==> src/rtl/dev_uart_rx.sv <==
// 8N1 UART receiver with a first-word-fall-through input FIFO and sticky
// framing-error / overrun flags.
module dev_uart_rx #(
   parameter int CLK_FREQ   = 12_000_000,
   parameter int BAUD       = 9_600,
   parameter int FIFO_DEPTH = 8
) (
   input  logic       clk,
   input  logic       rst_n,
   input  logic       rx,
   output logic       getc_en,
   output logic [7:0] getc_char,
   input  logic       getc_pop,
   output logic       inbuf_full,
   output logic       frame_err,
   output logic       overrun,
   input  logic       clr_err
);

   localparam int DIV = CLK_FREQ / BAUD;
   localparam int CW  = $clog2(DIV);
   localparam int PW  = $clog2(FIFO_DEPTH);
   // START is entered one clock after rxs falls, so the half-bit count ends two short.
   localparam logic [CW-1:0] HALF_LAST = CW'(DIV / 2 - 2);
   localparam logic [CW-1:0] FULL_LAST = CW'(DIV - 1);
   localparam logic [PW:0]   DEPTH     = (PW + 1)'(FIFO_DEPTH);

   typedef enum logic [2:0] {
      S_IDLE,
      S_START,
      S_DATA,
      S_STOP,
      S_BREAK
   } state_t;

   logic          rx_p0, rx_p1, rxs;
   state_t        state, state_nxt;
   logic [CW-1:0] cnt, cnt_nxt;
   logic [2:0]    bit_cnt, bit_cnt_nxt;
   logic [7:0]    shift, shift_nxt;
   logic          push_nxt, fe_set;
   logic          push_p1;
   logic [7:0]    byte_p1;

   logic [7:0]    mem [FIFO_DEPTH];
   logic [PW-1:0] rd_ptr, wr_ptr;
   logic [PW:0]   count;
   logic          do_push, do_pop;

   // stage p0/p1: two-flop synchroniser on the asynchronous rx pin
   always_ff @(posedge clk or negedge rst_n) begin
      if (!rst_n) begin
         rx_p0 <= 1'b1;
         rx_p1 <= 1'b1;
      end else begin
         rx_p0 <= rx;
         rx_p1 <= rx_p0;
      end
   end

   assign rxs = rx_p1;

   always_ff @(posedge clk or negedge rst_n) begin
      if (!rst_n) begin
         state   <= S_IDLE;
         cnt     <= '0;
         bit_cnt <= '0;
         push_p1 <= 1'b0;
      end else begin
         state   <= state_nxt;
         cnt     <= cnt_nxt;
         bit_cnt <= bit_cnt_nxt;
         push_p1 <= push_nxt;
      end
   end

   always_ff @(posedge clk) begin
      shift <= shift_nxt;
      if (push_nxt) byte_p1 <= shift;
   end

   always_comb begin
      state_nxt   = state;
      cnt_nxt     = cnt + 1'b1;
      bit_cnt_nxt = bit_cnt;
      shift_nxt   = shift;
      push_nxt    = 1'b0;
      fe_set      = 1'b0;
      case (state)
         S_IDLE: begin
            cnt_nxt = '0;
            if (!rxs) state_nxt = S_START;
         end
         S_START: begin
            if (cnt == HALF_LAST) begin
               cnt_nxt     = '0;
               bit_cnt_nxt = '0;
               state_nxt   = rxs ? S_IDLE : S_DATA;
            end
         end
         S_DATA: begin
            if (cnt == FULL_LAST) begin
               cnt_nxt     = '0;
               shift_nxt   = {rxs, shift[7:1]};
               bit_cnt_nxt = bit_cnt + 1'b1;
               if (bit_cnt == 3'd7) state_nxt = S_STOP;
            end
         end
         S_STOP: begin
            if (cnt == FULL_LAST) begin
               cnt_nxt = '0;
               if (rxs) begin
                  push_nxt  = 1'b1;
                  state_nxt = S_IDLE;
               end else begin
                  fe_set    = 1'b1;
                  state_nxt = S_BREAK;
               end
            end
         end
         S_BREAK: begin
            cnt_nxt = '0;
            if (rxs) state_nxt = S_IDLE;
         end
         default: state_nxt = S_IDLE;
      endcase
   end

   // stage p2: FIFO update from the registered push
   assign do_pop  = getc_pop && (count != '0);
   assign do_push = push_p1 && ((count != DEPTH) || do_pop);

   always_ff @(posedge clk or negedge rst_n) begin
      if (!rst_n) begin
         rd_ptr    <= '0;
         wr_ptr    <= '0;
         count     <= '0;
         frame_err <= 1'b0;
         overrun   <= 1'b0;
      end else begin
         if (do_push) wr_ptr <= wr_ptr + 1'b1;
         if (do_pop)  rd_ptr <= rd_ptr + 1'b1;
         if (do_push && !do_pop)      count <= count + 1'b1;
         else if (do_pop && !do_push) count <= count - 1'b1;
         frame_err <= (frame_err & ~clr_err) | fe_set;
         overrun   <= (overrun & ~clr_err) | (push_p1 & ~do_push);
      end
   end

   always_ff @(posedge clk) begin
      if (do_push) mem[wr_ptr] <= byte_p1;
   end

   assign getc_en    = (count != '0);
   assign inbuf_full = (count == DEPTH);
   assign getc_char  = getc_en ? mem[rd_ptr] : 8'h00;

endmodule

==> config.mk <==
export PLATFORM = sky130hd
export DESIGN_NAME = dev_uart_rx
export DESIGN_NICKNAME = d
export VERILOG_FILES = /design/src/rtl/dev_uart_rx.sv
export SDC_FILE = /design/constraint.sdc
export NUM_CORES = 1
export LEC_CHECK = 0
export BUFFER_PORTS_ARGS = -buffer_cell sky130_fd_sc_hd__buf_2
export CAP_MARGIN = 20
export CORE_UTILIZATION = 45
export DETAILED_ROUTE_END_ITERATION = 10
export HOLD_SLACK_MARGIN = 0.06
export MAX_ROUTING_LAYER = met4
export PLACE_DENSITY = 0.63
export SLEW_MARGIN = 20
export SYNTH_ARGS = -nofsm -noshare
export SYNTH_HDL_FRONTEND = slang
export SYNTH_SLANG_ARGS = --single-unit
==> constraint.sdc <==
create_clock -name clk -period 5.9 [get_ports clk]
set_input_delay 0.885 -clock clk [delete_from_list [all_inputs] [get_ports clk]]
set_output_delay 0.885 -clock clk [all_outputs]
set_load 0.05 [all_outputs]
==> results, run 1 <==
- The flow ran to the end, and the final reports show no timing, DRC or antenna violations.
- The number of antenna cells inserted is 0.
- The internal power of the cells totals around 0.001 W.
- For this run, the total global-route usage over all layers was measured as 0.168.
- The setup slack after layout is 2.66 ns.
- Across the run, the number of max-cap violations was 0.
- The final cell area excluding filler cells is ~5000 sq um.
- Synthesis produced between 200 and 300 cells.
- TritonCTS built the clock tree.
- The count of yosys warnings during synthesis is 0.
- After detailed routing, the number of vias per cell comes to 5.36.
- The first routing iteration left ~130 violations.
- The count of endpoints failing hold in the final timing report is 0.
- The critical path in this run is classified as reg2reg.
- The routability congestion estimate from global placement is between 0.8 and 0.9.
- The number of max-slew violations in the final report is 0.
- The arrival time of data at the critical path endpoint is around 3.5 ns.
- Clock tree synthesis selected as its root buffer the cell sky130_fd_sc_hd__clkbuf_8.
- Across the VDD grid, the largest voltage drop is 0.106 mV.
- The total iterations of the first detailed-routing run is 4.
- The met2 usage is 0.264.
- On the final layout, the worst clock skew is 0.0220 ns.
- The leading cell type by number of instances after synthesis is sky130_fd_sc_hd__edfxtp_1.
- The area of the core is around 9800 sq um.
- Counting every sink on the clock net gives 112.
- The number of global-route vias before repair is roughly 2.3k.
- The floorplan has 36 rows.
- In this run, post-CTS repair resized a total of 0 instances.
- By count the netlist is led by sky130_fd_sc_hd__edfxtp_1 (80), sky130_fd_sc_hd__dfrtp_1 (30), sky130_fd_sc_hd__nor2_1 (26).
- The maximum level of the CTS H-tree is 3.
- The leakage dissipation is between 1.5 and 2 nW.
- The HPWL reported at the end of detailed placement is around 4.7 mm.
- The setup slack after placement is approximately 2.6 ns.
- The share of total power dissipated in the clock network is 0.345.
- Hold repair after CTS inserted 0 buffers.
- In this run the tightest slew margin relative to its limit is 0.304.
- In this run the post-CTS setup repair buffer count came out at 0.
- The synthesized design contains 80 enable-type register cells.
- The min-delay analysis places its worst path in the category reg2reg.
- The initial antenna violation count is 0.
- The sort of element at the start of the critical path is a flop.
- Across all layers, the routed design uses 2360 vias.
- The time the worst path needs with I/O delays and setup is between 3 and 4 ns.
- The slew at the pin with the worst max-slew slack is 1.04 ns.
- For met1 alone, demand over resource in global routing was 0.218.
- For this design the total switching power over the nets is 0.000283 W.
- Compared with the post-synthesis result, the final layout area differs by 9.41%.
- The number of synthesized register bits is about 110.
- The sequential-to-total area share from yosys stat is 0.699.
- The nature of the critical path endpoint is a flop.
- The fraction of final layout cells with drive strength greater than 1 is 0.208.
- The part of the total power dissipated in combinational logic is 0.005.
- The proportion of total power due to net switching is 0.220.
- In this run the horizontal extent of the chip is 103 um.
- From bottom edge to top edge, the die measures 103 um.
- Static timing analysis puts the maximum clock frequency at between 300 and 400 MHz.
- The fill cell total of the finished layout is 853.
- The net count of the finished layout is between 300 and 400.
- The floorplan step defined a die boundary enclosing about 11000 sq um.
- Setup repair after global routing left no endpoint under its margin.
- The number of nets with antenna violations after routing is 0.
- After clock tree synthesis, the clock-pin slew on the worst setup and hold paths is roughly 0.11 ns.
- The share of synthesized area in the top cell type comes to 0.524.
- For met3 alone, demand over resource in global routing was 0.0285.
- The area after detailed placement is between 4000 and 5000 sq um.
- The number of buffer cells added on primary ports is 16.
- In the finished design, the share of the clock period the worst path needs comes to 0.548.
- In the synthesized netlist the dominant register cell turns out to be sky130_fd_sc_hd__edfxtp_1.
- Of the total power, registers draw 0.650.
- The dominant cell type by area after synthesis is sky130_fd_sc_hd__edfxtp_1.
- The initial utilization of the core area, before any placement, comes to 0.467.
- The net count after synthesis is around 300.
- The synthesized cell area is about 4600 sq um.
- The first-pass GRT wire length is about 12 mm.
- After detailed routing, the average wire length per cell comes to ~17 um.
- Once layout is complete, the utilization of the core stands at 0.511.
- The maximum number of pins on one net before global-route repair is 33.
- Dividing the synthesized area by the synthesized cell count gives 16.2 sq um.
- The power per unit of standard cell area is approximately 260 nW/um^2.
- By area the synthesized netlist is led by sky130_fd_sc_hd__edfxtp_1 (52%), sky130_fd_sc_hd__dfrtp_1 (16%), sky130_fd_sc_hd__mux4_2 (7.9%), sky130_fd_sc_hd__xnor2_1 (2.7%), sky130_fd_sc_hd__ha_1 (2.5%).
- The maximum buffer depth of the clock tree is 2.
- The final count of negative-setup-slack endpoints is 0.
- The insertion delay of the later-clocked pin in the worst-skew pair is 0.37 ns.
- STA puts the critical path data required time at ~6.2 ns.
- The share of synthesized registers carrying an async set or reset is 0.286.
- Synthesis instantiated 46 different standard cells from the library.
- After global routing the overflow that remains totals 0.
- The final wirelength is between 7 and 8 mm.
- Along the worst path, the maximum fanout reaches 9.
- In the routed design, unresolved DRC markers number 0.
- The most heavily used metal layer in global routing is met2.
- Adding up every negative setup slack in the final design gives 0 ns.
- TritonCTS created 9 clock buffers.
- The total power is 0.00129 W.
- For this design the top-level I/O count stands at 17.
## metal layers
layer / vias to the layer above / share of wire
met5: - / 0
met3: 8 / 0.035
met4: 0 / 0.011
met2: 40 / 0.50
met1: 1210 / 0.45
li1: 1102 / -
## power by group through the flow
stage	Combinational, W	Clock (W)	Sequential (W)
2_1_floorplan	0.000000593	0	0.000853
3_3_place_gp	0.00000739	0	0.000853
3_5_place_dp	0.00000741	0	0.000853
4_1_cts	0.00000739	0.000457	0.000836
5_1_grt	0.00000831	0.000487	0.000836
6_report	0.00000687	0.000443	0.000836
## cell type report
class | count | area, sq um | area share
clock inverter | 7 | 70.1 | 0.0140
tap | 133 | 166 | 0.0332
multi-input combinational | 148 | 1310 | 0.261
sequential | 112 | 3210 | 0.639
timing repair buffer | 17 | 87.6 | 0.0174
clock buffer | 9 | 124 | 0.0247
inverter | 14 | 52.6 | 0.0105
## sequential cells by signal (all words and copies together), names as in the netlist
signal and count:
mem 64, cnt 11, byte_p1 8, shift 8
count 4, bit_cnt 3, rd_ptr 3, state 3
wr_ptr 3, frame_err 1, overrun 1, push_p1 1
rx_p0 1, rx_p1 1
## cell families (layout without fill, tap and decap cells)
logic type	count (synthesis)	count (layout)	share of synthesized area
compound gates	19	19	0.0335
xor+xnor	15	15	0.0286
buf+inv	23	47	0.0210
flops	112	112	0.699
simple gates	76	76	0.0837
fa+ha+maj	10	10	0.0289
mux	28	28	0.106
## placed cells by master, fill, tap and decap left out, types with 2 or more instances in the layout
master / n
sky130_fd_sc_hd__a21oi_1: 2
sky130_fd_sc_hd__a22o_1: 2
sky130_fd_sc_hd__buf_2: 16
sky130_fd_sc_hd__clkbuf_8: 9
sky130_fd_sc_hd__dfrtp_1: 29
sky130_fd_sc_hd__dfstp_2: 2
sky130_fd_sc_hd__edfxtp_1: 80
sky130_fd_sc_hd__ha_1: 9
sky130_fd_sc_hd__inv_1: 14
sky130_fd_sc_hd__inv_6: 2
sky130_fd_sc_hd__inv_8: 2
sky130_fd_sc_hd__mux2_2: 3
sky130_fd_sc_hd__mux2i_1: 9
sky130_fd_sc_hd__mux4_2: 16
sky130_fd_sc_hd__nand2_1: 14
sky130_fd_sc_hd__nand2b_1: 2
sky130_fd_sc_hd__nand3_1: 7
sky130_fd_sc_hd__nor2_1: 26
sky130_fd_sc_hd__nor3_1: 8
sky130_fd_sc_hd__nor3_2: 4
sky130_fd_sc_hd__nor3b_1: 3
sky130_fd_sc_hd__nor4_2: 2
sky130_fd_sc_hd__o21ai_0: 3
sky130_fd_sc_hd__o31ai_1: 2
sky130_fd_sc_hd__xnor2_1: 14
## per-stage QoR
stage / hold slack (ns) / cells
after floorplan: 0.345 / 283
after global placement: 0.346 / 424
after detailed placement: 0.351 / 424
after CTS: 0.359 / 440
after global routing: 0.366 / 440
final: 0.362 / 440
## path summary, 6_finish.rpt
path	startpoint	end	slack (ns)	cells after the start
max in group asynchronous	rst_n	rd_ptr[0]$_DFFE_PN0P_	4.85	1
max reg2reg	count[1]$_DFFE_PN0P_	count[3]$_DFFE_PN0P_	2.66	9
min reg2reg	rx_p0$_DFF_PN1_	rx_p1$_DFF_PN1_	0.36	0
min in group asynchronous	rst_n	bit_cnt[0]$_DFFE_PN0P_	0.56	1
max	count[1]$_DFFE_PN0P_	count[3]$_DFFE_PN0P_	2.66	9
min	rx_p0$_DFF_PN1_	rx_p1$_DFF_PN1_	0.36	0
## critical path: stages, from the launching register on
cell	delay [ns]
sky130_fd_sc_hd__dfrtp_1	0.46
sky130_fd_sc_hd__nor4_2	0.92
sky130_fd_sc_hd__inv_1	0.17
sky130_fd_sc_hd__nand2_1	0.18
sky130_fd_sc_hd__ha_1	0.23
sky130_fd_sc_hd__inv_1	0.12
sky130_fd_sc_hd__ha_1	0.29
sky130_fd_sc_hd__a21o_1	0.21
sky130_fd_sc_hd__a2111oi_0	0.40
sky130_fd_sc_hd__o31ai_1	0.13
Note: power is estimated with default switching activity, not from simulation.
==> run 2, diff against run 1 <==
- clock period: 5.9 -> 3 ns (I/O delays scaled with it)
==> results, run 2 (synthesis gave the netlist of run 1 again) <==
- The flow ran to the end, and the final reports show no timing, DRC or antenna violations.
- The number of buffer cells added on primary ports is 16 (unchanged).
- The maximum VDD drop is 0.285 mV (+170%).
- The combined area of the multi-input logic cells was 1290 sq um (-1.4%).
- The average wire per standard cell is 16.7 um (-2.4%).
- The setup slack after layout is 0.187 ns (-2.48 ns).
- In the layout the commonest cells are sky130_fd_sc_hd__edfxtp_1 (80), sky130_fd_sc_hd__dfrtp_1 (30), sky130_fd_sc_hd__nor2_1 (26).
- The end of the worst register-to-register path is count[3]$_DFFE_PN0P_.
- The count of endpoints failing hold in the final timing report is 0 (unchanged).
- The final wirelength is 7.53 mm (+0.31%).
- The largest registers in the layout are mem (64), cnt (11).
- The maximum buffer depth of the clock tree came to 2 (unchanged).
- The first-pass GRT wire length is 12.3 mm (-0.22%).
- The reported max-cap violation count is 0 (unchanged).
- The number of global-route vias before repair is 2353 (+0.17%).
- The final count of negative-setup-slack endpoints came to 0 (unchanged).
- mem holds more flip-flops than any other register.
- The number of remaining DRC errors is 0 (unchanged).
- The number of antenna cells inserted came to 0 (unchanged).
- Compared with the post-synthesis result, the final layout area differs by 11.2%.
- The maximum number of pins on one net before global-route repair is 33 (unchanged).
- The final cell area excluding filler cells is 5100 sq um (+1.6%).
- The initial antenna violation count is 0 (unchanged).
- The total congestion overflow after global routing is 0 (unchanged).
- The arrival time of data at the critical path endpoint is 3.07 ns (-0.42 ns).
- The final sum of negative setup slack is 0 ns (unchanged).
- The leakage dissipation is 1.86 nW (+3.3%).
- The required time at the endpoint of the critical path is 3.26 ns (-2.89 ns).
- The number of max-slew violations in the final report is 0 (unchanged).
- The HPWL reported at the end of detailed placement came to 5.13 mm (+8.0%).
- The area after detailed placement is 4890 sq um (+1.3%).
- The starting density of the core is 0.467 (unchanged).
- The standard-cell row count is 36 (unchanged).
- The area of the core came to 9820 sq um (unchanged).
- The slew at the pin with the worst max-slew slack is 0.848 ns (-0.188 ns).
- The maximum level of the CTS H-tree was 3 (unchanged).
- The worst setup path is captured at a flop.
- The reg2reg setup slack was 0.19 ns (-2.48 ns).
- The number of nets with antenna violations after routing is 0 (unchanged).
- The layout net count is 329 (+3.8%).
- The time the worst path needs with I/O delays and setup is 2.81 ns (-0.423 ns).
- The total global-route track usage came to 0.166 (-0.00174).
- The CTS tree is done.
- The most common cell after layout, fill and taps aside is sky130_fd_sc_hd__edfxtp_1.
- The total clock buffers created by CTS is 9 (unchanged).
- The via density per instance is 5.25 (-2.2%).
- The worst hold path belongs to the class in2async.
- The insertion delay of the later-clocked pin in the worst-skew pair is 0.38 ns (about the same).
- The number of design-rule violations left by the first detailed-router iteration is 102 (-22%).
- The flip-flop count of the largest register, all copies and words added is 64 (unchanged).
- The y dimension of the die is 103 um (unchanged).
- The number of clock sinks is 112 (unchanged).
- The cell depth of the worst flop-to-flop path is 9 (unchanged).
- The die boundary width is 103 um (unchanged).
- The sequential cell area in the final layout was 3210 sq um (about the same).
- The boundary pin count is 17 (unchanged).
- The die outline area is 10600 sq um (unchanged).
- The maximum operating frequency is 356 MHz (+15%).
- The hold buffer count at CTS is 0 (unchanged).
- The worst setup path is launched from a flop.
- The register clock-pin slew on the reported worst setup and hold paths is 0.11 ns (about the same).
- The power per unit of standard cell area is 500 nW/um^2 (+95%).
- The fraction of final layout cells with drive strength greater than 1 is 0.226 (+0.0172).
- The final clock skew is 0.0130 ns (-0.00894 ns).
- The final worst-path cycle share is 0.938 (+0.389).
- The fill cell total of the finished layout is 873 (+2.3%).
- The normalized max-slew margin came to 0.435 (+0.131).
- The highest net fanout along the worst path is 5 (-4).
- The total iterations of the first detailed-routing run came to 4 (unchanged).
- The setup slack after placement is 0.0407 ns (-2.60 ns).
- The startpoint of the most critical register-to-register path is count[2]$_DFFE_PN0P_.
- The category of the critical setup timing path is reg2reg.
- The routability congestion estimate from global placement came to 0.844 (+5.3%).
- The overall via count from detail_route is 2371 (+0.47%).
- The cell sitting at the root of the clock tree is a sky130_fd_sc_hd__clkbuf_8.
- Setup repair after global routing left no endpoint under its margin.
==> run 2: area by class of cell <==
cell class	count	share of cell area
inverters	14	0.0103
repair buffers	29	0.0348
multi-input cells	148	0.254
clock inverters	7	0.0159
clock buffers	9	0.0243
flip-flops and latches	112	0.628
well taps	133	0.0326
==> run 2: how the worst max path moves through the flow <==
stage	startpoint	to	slack [ns]	cells after the start
global route	count[1]$_DFFE_PN0P_	count[3]$_DFFE_PN0P_	0.02	9
global placement	count[2]$_DFFE_PN0P_	count[3]$_DFFE_PN0P_	0.16	9
CTS	count[2]$_DFFE_PN0P_	count[3]$_DFFE_PN0P_	0.04	9
floorplan	count[1]$_DFFE_PN0P_	count[3]$_DFFE_PN0P_	0.13	9
finish	count[2]$_DFFE_PN0P_	count[3]$_DFFE_PN0P_	0.19	9
detailed placement	count[1]$_DFFE_PN0P_	count[3]$_DFFE_PN0P_	0.04	9
==> run 2: power by group <==
part | internal, W | total, W | switching, W
clock | 0.000335 | 0.000893 | 0.000558
sequential | 0.00164 | 0.00164 | 0.00000119
combinational | 0.00000250 | 0.0000135 | 0.0000110
total | 0.00198 | 0.00255 | 0.000570
==> run 2: critical path: stages (launching register included) <==
cell                        delay (ns)
sky130_fd_sc_hd__dfrtp_1          0.44
sky130_fd_sc_hd__or4b_1           0.57
sky130_fd_sc_hd__o21ai_4          0.18
sky130_fd_sc_hd__inv_1            0.09
sky130_fd_sc_hd__ha_1             0.25
sky130_fd_sc_hd__inv_1            0.16
sky130_fd_sc_hd__ha_1             0.26
sky130_fd_sc_hd__a21o_1           0.21
sky130_fd_sc_hd__a2111oi_1        0.40
sky130_fd_sc_hd__o31ai_1          0.14
==> run 2: layer usage <==
metal | global-route usage | routed length, um
met1 | 0.208 | 3390
met2 | 0.264 | 3820
met3 | 0.0305 | 164
met4 | 0.0780 | 159
met5 | - | 0
==> run 2: through the flow <==
| step | instances | hold slack (ns) | total power [W] | util |
|---|---|---|---|---|
| after global placement | 435 | 0.349 | 0.00169 | 0.498 |
| after CTS | 451 | 0.124 | 0.00258 | 0.519 |
| after global routing | 452 | 0.131 | 0.00265 | 0.519 |
| after detailed placement | 435 | 0.349 | 0.00169 | 0.498 |
| after floorplan | 283 | 0.154 | 0.00168 | - |
| final | 452 | 0.106 | 0.00255 | 0.519 |
==> run 2: repair_timing <==
action | 4_1_cts | 5_1_grt
buffers inserted | 0 | 1
endpoints found under the setup margin | 0 | 1
gates resized for setup | 0 | 1
==> run 3, diff against run 2 <==
- PLACE_DENSITY: 0.63 -> 0.65
- clock period: 3 -> 2.4 ns (I/O delays scaled with it)
==> results, run 3 (synthesis gave the netlist of run 1 again) <==
- The flow ran to the end, but the final reports show violations.
- The checks that failed: setup timing.
- The register clock-pin slew on the reported worst setup and hold paths is 0.11 ns (about the same).
- The number of nets with antenna violations after routing was 0 (unchanged).
- The average wire per standard cell is 16.8 um (+1.1%).
- The tightest min-delay check is of the in2reg type.
- The maximum level of the CTS H-tree came to 3 (unchanged).
- The final worst-path cycle share is 1.01 (+0.0712).
- The maximum VDD drop came to 0.344 mV (+20%).
- The number of placed instances with taps included was 441 (+1.4%).
- The area of the core is 9820 sq um (unchanged).
- The number of remaining DRC errors is 0 (unchanged).
- The number of buffer and inverter instances along the worst setup path is 2 (unchanged).
- The number of buffer cells added on primary ports came to 16 (unchanged).
- The area overhead of the layout relative to synthesis is 16.3%.
- The number of max-slew violations in the final report is 0 (unchanged).
- Setup repair after global routing could not meet its margin everywhere.
- The required time at the endpoint of the critical path is 2.66 ns (-0.60 ns).
- The maximum cell stage delay along the critical path is 0.57 ns (about the same).
- The final count of negative-setup-slack endpoints is 1 (+1).
- The setup slack after layout is -0.0208 ns (-0.208 ns).
- The boundary pin count was 17 (unchanged).
- The slew at the pin with the worst max-slew slack is 0.716 ns (-0.132 ns).
- The final cell count without fillers came to 466 (+3.1%).
- The starting density of the core is 0.467 (unchanged).
- The critical path goes through or4b_4, o21ai_4, inv_2, ha_4, inv_4, ha_4, a21o_1, a21oi_2, mux2i_1, o31ai_1.
- The total power was 0.00335 W (+31%).
- The insertion delay of the later-clocked pin in the worst-skew pair is 0.38 ns (about the same).
- The fraction of final layout cells with drive strength greater than 1 came to 0.291 (+0.0656).
- The number of clock sinks is 112 (unchanged).
- The leakage dissipation is 1.96 nW (+5.3%).
- The arrival time of data at the critical path endpoint was 2.68 ns (-0.39 ns).
- The most common cell after layout, fill and taps aside is sky130_fd_sc_hd__edfxtp_1.
- The total clock buffers created by CTS is 9 (unchanged).
- The die boundary width is 103 um (unchanged).
- The die outline area is 10600 sq um (unchanged).
- The layout net count is 343 (+4.3%).
- The first-pass GRT wire length was 12.7 mm (+3.3%).
- The HPWL reported at the end of detailed placement came to 5.22 mm (+1.8%).
- The initial antenna violation count came to 0 (unchanged).
- The slowest stage of the critical path is the sky130_fd_sc_hd__or4b_4 cell.
- The worst setup path is captured at a flop.
- The category of the critical setup timing path is reg2reg.
- The total global-route track usage came to 0.172 (+0.00592).
- The number of antenna cells inserted is 0 (unchanged).
- The maximum operating frequency was 413 MHz (+16%).
- The final sum of negative setup slack is -0.0208 ns (-0.0208 ns).
- The maximum buffer depth of the clock tree was 2 (unchanged).
- The y dimension of the die came to 103 um (unchanged).
- The count of endpoints failing hold in the final timing report is 0 (unchanged).
- The maximum number of pins on one net before global-route repair is 33 (unchanged).
- The register containing the most flip-flops in the final layout is mem.
- The number of design-rule violations left by the first detailed-router iteration is 66 (-35%).
- Among the stages of the critical path, the cell type that occurs most often is sky130_fd_sc_hd__ha_4.
- The time the worst path needs with I/O delays and setup is 2.42 ns (-0.392 ns).
- The routability congestion estimate from global placement was 0.797 (-5.6%).
- The tree is rooted in a sky130_fd_sc_hd__clkbuf_8.
- The top cell types in the final layout, fill and taps aside, are sky130_fd_sc_hd__edfxtp_1 (80), sky130_fd_sc_hd__nor2_1 (26), sky130_fd_sc_hd__dfrtp_1 (26).
- The total iterations of the first detailed-routing run is 4 (unchanged).
- The final clock skew is 0.0206 ns (+0.00758 ns).
- The number of global-route vias before repair is 2472 (+5.1%).
- The cell type group with the largest total delay on the critical path is compound AO/OA/AOI/OAI gates.
- The standard-cell row count is 36 (unchanged).
- The sort of element at the start of the critical path is a flop.
- The normalized max-slew margin is 0.519 (+0.0846).
- The final wirelength is 7.85 mm (+4.2%).
- The via density per instance is 5.22 (-0.43%).
- The largest registers in the layout are mem (64), cnt (11).
- The flip-flop count of the largest register, all copies and words added came to 64 (unchanged).
- The reported max-cap violation count is 0 (unchanged).
- The overall via count from detail_route is 2434 (+2.7%).
- The fill cell total of the finished layout is 821 (-6.0%).
- The total congestion overflow after global routing is 0 (unchanged).
- The power per unit of standard cell area came to 627 nW/um^2 (+25%).
- TritonCTS built the clock tree.
- The highest net fanout along the worst path is 4 (-1).
==> run 3: path summary, 6_finish.rpt <==
| check | cells after the start | startpoint | to | slack, ns |
|---|---|---|---|---|
| min in group asynchronous | 2 | rst_n | cnt[1]$_DFF_PN0_ | 0.58 |
| max in group asynchronous | 2 | rst_n | count[1]$_DFFE_PN0P_ | 1.33 |
| hold reg to reg | 0 | rx_p0$_DFF_PN1_ | rx_p1$_DFF_PN1_ | 0.37 |
| hold / removal | 1 | rx | rx_p0$_DFF_PN1_ | 0.08 |
| setup / recovery | 10 | count[0]$_DFFE_PN0P_ | count[3]$_DFFE_PN0P_ | -0.02 |
| setup reg to reg | 10 | count[0]$_DFFE_PN0P_ | count[3]$_DFFE_PN0P_ | -0.02 |
==> run 3: repair_timing <==
action | 4_1_cts | 5_1_grt
endpoints found under the setup margin | 5 | 4
gates cloned | 0 | 1
pin swaps | 4 | 2
hold buffers | 1 | 0
hold endpoints to repair | 30 | 0
buffers inserted | 5 | 2
resized for setup | 1 | 2
==> run 3: final cells by class <==
cell class                      instances  area, sq um  share of cell area
Sequential cell                       112         3210               0.602
Multi-Input combinational cell        148         1350               0.253
Timing Repair Buffer                   43          315              0.0591
Tap cell                              133          166              0.0312
Clock buffer                            9          124              0.0232
Clock inverter                          7          110              0.0206
Inverter                               14         57.6              0.0108
==> run 3: power breakdown <==
part | internal, W | leakage [nW] | total (W) | switching, W
Combinational | 0.00000417 | 0.705 | 0.0000183 | 0.0000141
Clock | 0.000614 | 0.116 | 0.00127 | 0.000660
Sequential | 0.00205 | 1.14 | 0.00205 | 0.00000143
==> run 3: through the flow <==
step	hold WS, ns	setup slack, ns	instance area, sq um	utilization
6_report	0.0838	-0.0208	5340	0.543
5_1_grt	0.0676	-0.102	5340	0.543
4_1_cts	0.0725	-0.0410	5290	0.539
3_5_place_dp	0.354	-0.0551	5010	0.510
3_3_place_gp	0.348	0.0324	5000	0.509
2_1_floorplan	0.0644	-0.0623	4640	-
==> run 3: per-layer routing <==
metal  vias up  routed length (um)  track usage
met3        10                 196       0.0258
met1      1227                3440        0.209
met4         0                 143       0.0737
li1       1158                   -            -
met5         -                   0            -
met2        39                4070        0.289
